<file path="src/rtl/rv64_alu_regfile.sv">
// Execution slice for the RV64 core: 32 x XLEN register file (2R/1W, x0 hardwired
// to zero) plus a combinational add / unsigned set-less-than ALU.
module rv64_alu_regfile #(
  parameter int XLEN  = 64,
  parameter int NREGS = 32,
  parameter int AW    = 5
) (
  input  logic            clk,
  input  logic            rst,
  input  logic [AW-1:0]   raddr1,
  output logic [XLEN-1:0] rdata1,
  input  logic [AW-1:0]   raddr2,
  output logic [XLEN-1:0] rdata2,
  input  logic            we,
  input  logic [AW-1:0]   waddr,
  input  logic [XLEN-1:0] wdata,
  input  logic [XLEN-1:0] alu_src1,
  input  logic [XLEN-1:0] alu_src2,
  input  logic [1:0]      aluop,
  output logic [XLEN-1:0] alu_result
);

  logic [XLEN-1:0] regs [NREGS];

  always_ff @(posedge clk or posedge rst) begin
    if (rst) begin
      for (int i = 0; i < NREGS; i++) regs[i] <= '0;
    end else if (we && waddr != '0) begin
      regs[waddr] <= wdata;
    end
  end

  // No write-through: reads see the stored value until the write edge.
  assign rdata1 = (rst || raddr1 == '0) ? '0 : regs[raddr1];
  assign rdata2 = (rst || raddr2 == '0) ? '0 : regs[raddr2];

  always_comb begin
    alu_result = '0;
    case (aluop)
      2'b01:   alu_result = alu_src1 + alu_src2;
      2'b10:   alu_result = {{(XLEN-1){1'b0}}, (alu_src1 < alu_src2)};
      default: alu_result = '0;
    endcase
  end

endmodule

</file>
<file path="config.mk">
export PLATFORM = sky130hd
export DESIGN_NAME = rv64_alu_regfile
export DESIGN_NICKNAME = d
export VERILOG_FILES = /design/src/rtl/rv64_alu_regfile.sv
export SDC_FILE = /design/constraint.sdc
export NUM_CORES = 2
export LEC_CHECK = 0
export CELL_PAD_IN_SITES_DETAIL_PLACEMENT = 0
export CELL_PAD_IN_SITES_GLOBAL_PLACEMENT = 1
export CORE_ASPECT_RATIO = 0.6
export CORE_MARGIN = 10
export CORE_UTILIZATION = 30
export CTS_CLUSTER_SIZE = 16
export DETAILED_ROUTE_END_ITERATION = 10
export PLACE_DENSITY = 0.57
export REMOVE_ABC_BUFFERS = 1
export SLEW_MARGIN = 20
export SYNTH_ARGS = -nofsm -noshare
export SYNTH_HDL_FRONTEND = slang
export SYNTH_SLANG_ARGS = --single-unit
</file>
<file path="constraint.sdc">
create_clock -name clk -period 103.7 [get_ports clk]
set_clock_uncertainty 0.15 [all_clocks]
set_input_delay 15.555 -clock clk [delete_from_list [all_inputs] [get_ports clk]]
set_output_delay 15.555 -clock clk [all_outputs]
set_load 0.1 [all_outputs]
</file>
==> run_summary.xml <==
<?xml version="1.0" encoding="UTF-8"?>
<metrics>
  <group name="clocking">
    <metric name="cts_post_setup_buffers_inserted" unit="">0</metric>
    <metric name="numClockSinks" unit="">2048</metric>
    <metric name="max-clock-path-buffers" unit="">4</metric>
    <metric name="clk-insertion-delay-late" unit="ps">890</metric>
    <metric name="htree_num_levels" unit="">4</metric>
    <metric name="cts-hold-fix-buffers" unit="">0</metric>
    <metric name="clockRootBuffer" unit="">sky130_fd_sc_hd__clkbuf_16</metric>
    <metric name="cts_tree" unit="">built</metric>
    <metric name="post_cts_resized" unit="">0</metric>
    <metric name="clk_pin_slew" unit="ps">60</metric>
    <metric name="number_of_buffers_created_by_cts" unit="">201</metric>
  </group>
  <group name="placement">
    <metric name="post-dp-hpwl" unit="µm">248000</metric>
    <metric name="routabilityCongestion" unit="">0.807</metric>
    <metric name="place_worst_setup_slack" unit="ps">64030</metric>
    <metric name="portBuffers" unit="">403</metric>
  </group>
  <group name="hold_path">
    <metric name="hold_class" unit="">reg -&gt; reg</metric>
    <metric name="hold_path_end" unit="">regs[2036]</metric>
    <metric name="timing.hold.worst_path_depth" unit="">0</metric>
    <metric name="worstHoldStart" unit="">regs[2036]</metric>
  </group>
  <group name="sta">
    <metric name="worst_slew_margin_rel" unit="%">21.1</metric>
    <metric name="period_minus_slack" unit="ps">39640</metric>
    <metric name="hold_viol" unit="">0</metric>
    <metric name="final_setup_violating_endpoints" unit="">0</metric>
    <metric name="final.period_utilization" unit="%">38.2</metric>
    <metric name="timing_max_transition_violations_final" unit="">0</metric>
    <metric name="tightest_slew" unit="ps">1180</metric>
    <metric name="timing.fmax" unit="MHz">25.2</metric>
    <metric name="unrepaired_setup_endpoints_after_global_routing" unit="">no</metric>
    <metric name="finalWorstSetupSlack" unit="ps">64060</metric>
  </group>
  <group name="grt">
    <metric name="grt_max_degree" unit="">177</metric>
    <metric name="number_of_antenna_violations_at_the_first_check_in_global_routing" unit="">37</metric>
    <metric name="grt_pass1_vias" unit="">80512</metric>
    <metric name="global_route.overflow_total" unit="">0</metric>
    <metric name="first_pass_grt_wire_length" unit="µm">618000</metric>
    <metric name="track_usage" unit="%">20.4</metric>
  </group>
  <group name="critical_path">
    <metric name="rrSetupSlack" unit="ps">102730</metric>
    <metric name="worst-setup-path-type" unit="">in -&gt; out</metric>
    <metric name="critical-path-top-cell-by-count" unit="">sky130_fd_sc_hd__buf_4</metric>
    <metric name="crit-reg2reg-launch" unit="">regs[1375]</metric>
    <metric name="critical_path.startpoint" unit="">raddr2[0]</metric>
    <metric name="critPathArrivalTime" unit="ps">23940</metric>
    <metric name="reg2regPathDepth" unit="">1</metric>
    <metric name="max_stage_delay" unit="ps">1160</metric>
    <metric name="cp_cell_sequence" unit="">buf_8 -&gt; buf_12 -&gt; buf_4 -&gt; buf_4 -&gt; buf_4 -&gt; buf_4 -&gt; buf_4 -&gt; mux2_2 -&gt; a21oi_1 -&gt; o21ai_0 -&gt; o22ai_1 -&gt; nor3_1 -&gt; a21oi_1 -&gt; nor2_1 -&gt; clkdlybuf4s50_1</metric>
    <metric name="critical_path_peak_fanout" unit="">98</metric>
    <metric name="regToRegEndpoint" unit="">regs[1375]</metric>
    <metric name="critical-path-slowest-cell" unit="">sky130_fd_sc_hd__clkdlybuf4s50_1</metric>
    <metric name="critPathLaunchType" unit="">input pin</metric>
    <metric name="critPathRequiredTime" unit="ps">87990</metric>
    <metric name="end_kind" unit="">primary output</metric>
  </group>
  <group name="final_layout">
    <metric name="fin_util" unit="%">34.2</metric>
    <metric name="layout-area-overhead-vs-synth" unit="%">13.2</metric>
    <metric name="final.fill_count" unit="">36780</metric>
    <metric name="regArea" unit="µm²">51200</metric>
    <metric name="area_taken_by_multi_input_logic_gates" unit="µm²">59500</metric>
    <metric name="largest_register" unit="">regs</metric>
    <metric name="largest_register_ff_count" unit="">2048</metric>
    <metric name="fin_nets" unit="">8812</metric>
    <metric name="top_regs" unit="">regs: 2048 flops</metric>
    <metric name="layout-drive-gt1-share" unit="%">40.5</metric>
  </group>
  <group name="power_and_ir_drop">
    <metric name="power.total" unit="W">0.00241</metric>
    <metric name="power.static_leakage" unit="nW">55.2</metric>
    <metric name="cellPowerDensity" unit="nW/µm²">18.6</metric>
    <metric name="power.ir.vdd_worst" unit="µV">12.1</metric>
  </group>
  <group name="route">
    <metric name="vias" unit="">78761</metric>
    <metric name="remaining_drc_errors" unit="">0</metric>
    <metric name="drt-pass1-iter-count" unit="">5</metric>
    <metric name="drc_marker_count_from_the_first_detailed_route_iteration" unit="">7036</metric>
    <metric name="vias_per_cell" unit="">5.76</metric>
    <metric name="antenna_left" unit="">0</metric>
    <metric name="totalWireLength" unit="µm">432000</metric>
    <metric name="wl_per_cell" unit="µm">31.6</metric>
  </group>
  <group name="floorplan">
    <metric name="die_h" unit="µm">499</metric>
    <metric name="design.die.area" unit="µm²">408000</metric>
    <metric name="io-pin-count" unit="">404</metric>
    <metric name="fp-row-count" unit="">175</metric>
    <metric name="effective_utilization_at_floorplan" unit="%">30.2</metric>
    <metric name="die_width" unit="µm">818</metric>
    <metric name="core_region_area" unit="µm²">380000</metric>
  </group>
  <group name="synth">
    <metric name="yosysTopAreaCell" unit="">sky130_fd_sc_hd__dfrtp_1</metric>
    <metric name="post_synth_inst_count" unit="">8601</metric>
    <metric name="mean_instance_size_in_the_synthesized_netlist" unit="µm²">13.3</metric>
    <metric name="synth-edff-count" unit="">0</metric>
    <metric name="netlist_area" unit="µm²">115000</metric>
    <metric name="dominantRegCellSynth" unit="">sky130_fd_sc_hd__dfrtp_1</metric>
    <metric name="synth_largest_type_area_fraction" unit="%">44.7</metric>
    <metric name="yosys-top-cells-count" unit="">sky130_fd_sc_hd__mux2_2, sky130_fd_sc_hd__dfrtp_1, sky130_fd_sc_hd__mux4_2, sky130_fd_sc_hd__clkbuf_1, sky130_fd_sc_hd__mux2i_1</metric>
    <metric name="synth_cell_types" unit="">79</metric>
    <metric name="yosys.cell_count.top_type" unit="">sky130_fd_sc_hd__mux2_2</metric>
    <metric name="synth_sequential_area_ratio" unit="%">44.7</metric>
    <metric name="async_reset_ff_share" unit="%">100</metric>
    <metric name="yosys_register_bits" unit="">2048</metric>
    <metric name="synth.area.top_cells" unit="">sky130_fd_sc_hd__dfrtp_1, sky130_fd_sc_hd__mux2_2, sky130_fd_sc_hd__mux4_2, sky130_fd_sc_hd__mux2i_1, sky130_fd_sc_hd__clkbuf_1</metric>
    <metric name="ys.warnings.count" unit="">0</metric>
  </group>
  <group name="flow_run">
    <metric name="max_cap_viols" unit="">0</metric>
  </group>
  <group name="run_status">
    <metric name="run_status" unit="">finished, final reports clean</metric>
  </group>
</metrics>
critical path: cells and delay by family:
family / cells / cell delay [ps]
simple gates: 2 / 600
mux: 1 / 300
buf+inv: 8 / 6430
compound gates: 4 / 530
per-stage QoR:
stage          hold slack (ps)  std cells  instance area [µm²]  TNS [ps]
2_1_floorplan              216       7683               111000  -1401840
3_3_place_gp               231      13305               123000         0
3_5_place_dp               234      13309               123000         0
4_1_cts                    252      13662               130000         0
5_1_grt                    257      13669               130000         0
6_report                   252      13671               130000         0
cells by family (layout without fill, tap and decap cells):
| family | Yosys count | in the layout | synth area share (%) |
|---|---|---|---|
| AOI/OAI and AO/OA | 1238 | 1238 | 6.96 |
| xor gates and xnor gates | 54 | 54 | 0.412 |
| adders and majority gates | 130 | 130 | 1.43 |
| buffers and inverters | 1051 | 1070 | 3.66 |
| DFF | 2048 | 2048 | 44.7 |
| muxes | 3471 | 3471 | 40.4 |
| other | 0 | 7 | 0 |
| and+or+nand+nor | 609 | 609 | 2.48 |
layout make-up:
cell class                 count  share of cell area, %
antenna                        7                 0.0135
tap                         5044                   4.86
clock inverter                67                  0.727
inverter                     133                  0.390
timing repair buffer         584                   4.25
sequential                  2048                   39.5
multi-input combinational   5502                   45.8
clock buffer                 286                   4.44
metal layers:
| layer | global-route usage (%) | part of all wire [%] |
|---|---|---|
| met1 | 29.8 | 47 |
| met2 | 31.3 | 45 |
| met3 | 3.71 | 6.2 |
| met4 | 4.82 | 2.6 |
| met5 | 0 | 0.016 |
report_power, final:
group          switching [W]  internal (W)  leakage [nW]  total, W
combinational       0.000272      0.000294          25.7  0.000566
clock               0.000340      0.000441          3.30  0.000781
sequential          0.000111      0.000951          26.3   0.00106
total               0.000723       0.00169          55.2   0.00241
layout by cell type, fill, tap and decap left out, types with 128 or more instances in the layout:
cell,netlist,routed
sky130_fd_sc_hd__inv_1,129,128
sky130_fd_sc_hd__mux4_2,703,703
sky130_fd_sc_hd__o22ai_1,188,188
sky130_fd_sc_hd__a21oi_1,437,437
sky130_fd_sc_hd__clkdlybuf4s50_1,0,363
sky130_fd_sc_hd__o21ai_0,156,156
sky130_fd_sc_hd__buf_4,16,163
sky130_fd_sc_hd__o221ai_1,181,181
sky130_fd_sc_hd__mux2_2,2187,2187
sky130_fd_sc_hd__nor2_1,300,284
sky130_fd_sc_hd__ha_1,129,129
sky130_fd_sc_hd__dfrtp_1,2048,2048
sky130_fd_sc_hd__mux2i_1,581,581
sky130_fd_sc_hd__clkbuf_16,0,202
worst max-delay path by stage:
stage                 endpoint  slack (ps)  cells past startpoint
CTS                 rdata2[56]       63990                     15
global placement    rdata2[44]       64060                     15
global route        rdata2[56]       63550                     15
floorplan           rdata1[11]      -18010                      3
finish              rdata2[56]       64060                     15
detailed placement  rdata2[56]       64030                     15
(Power assumes the default switching activity.)
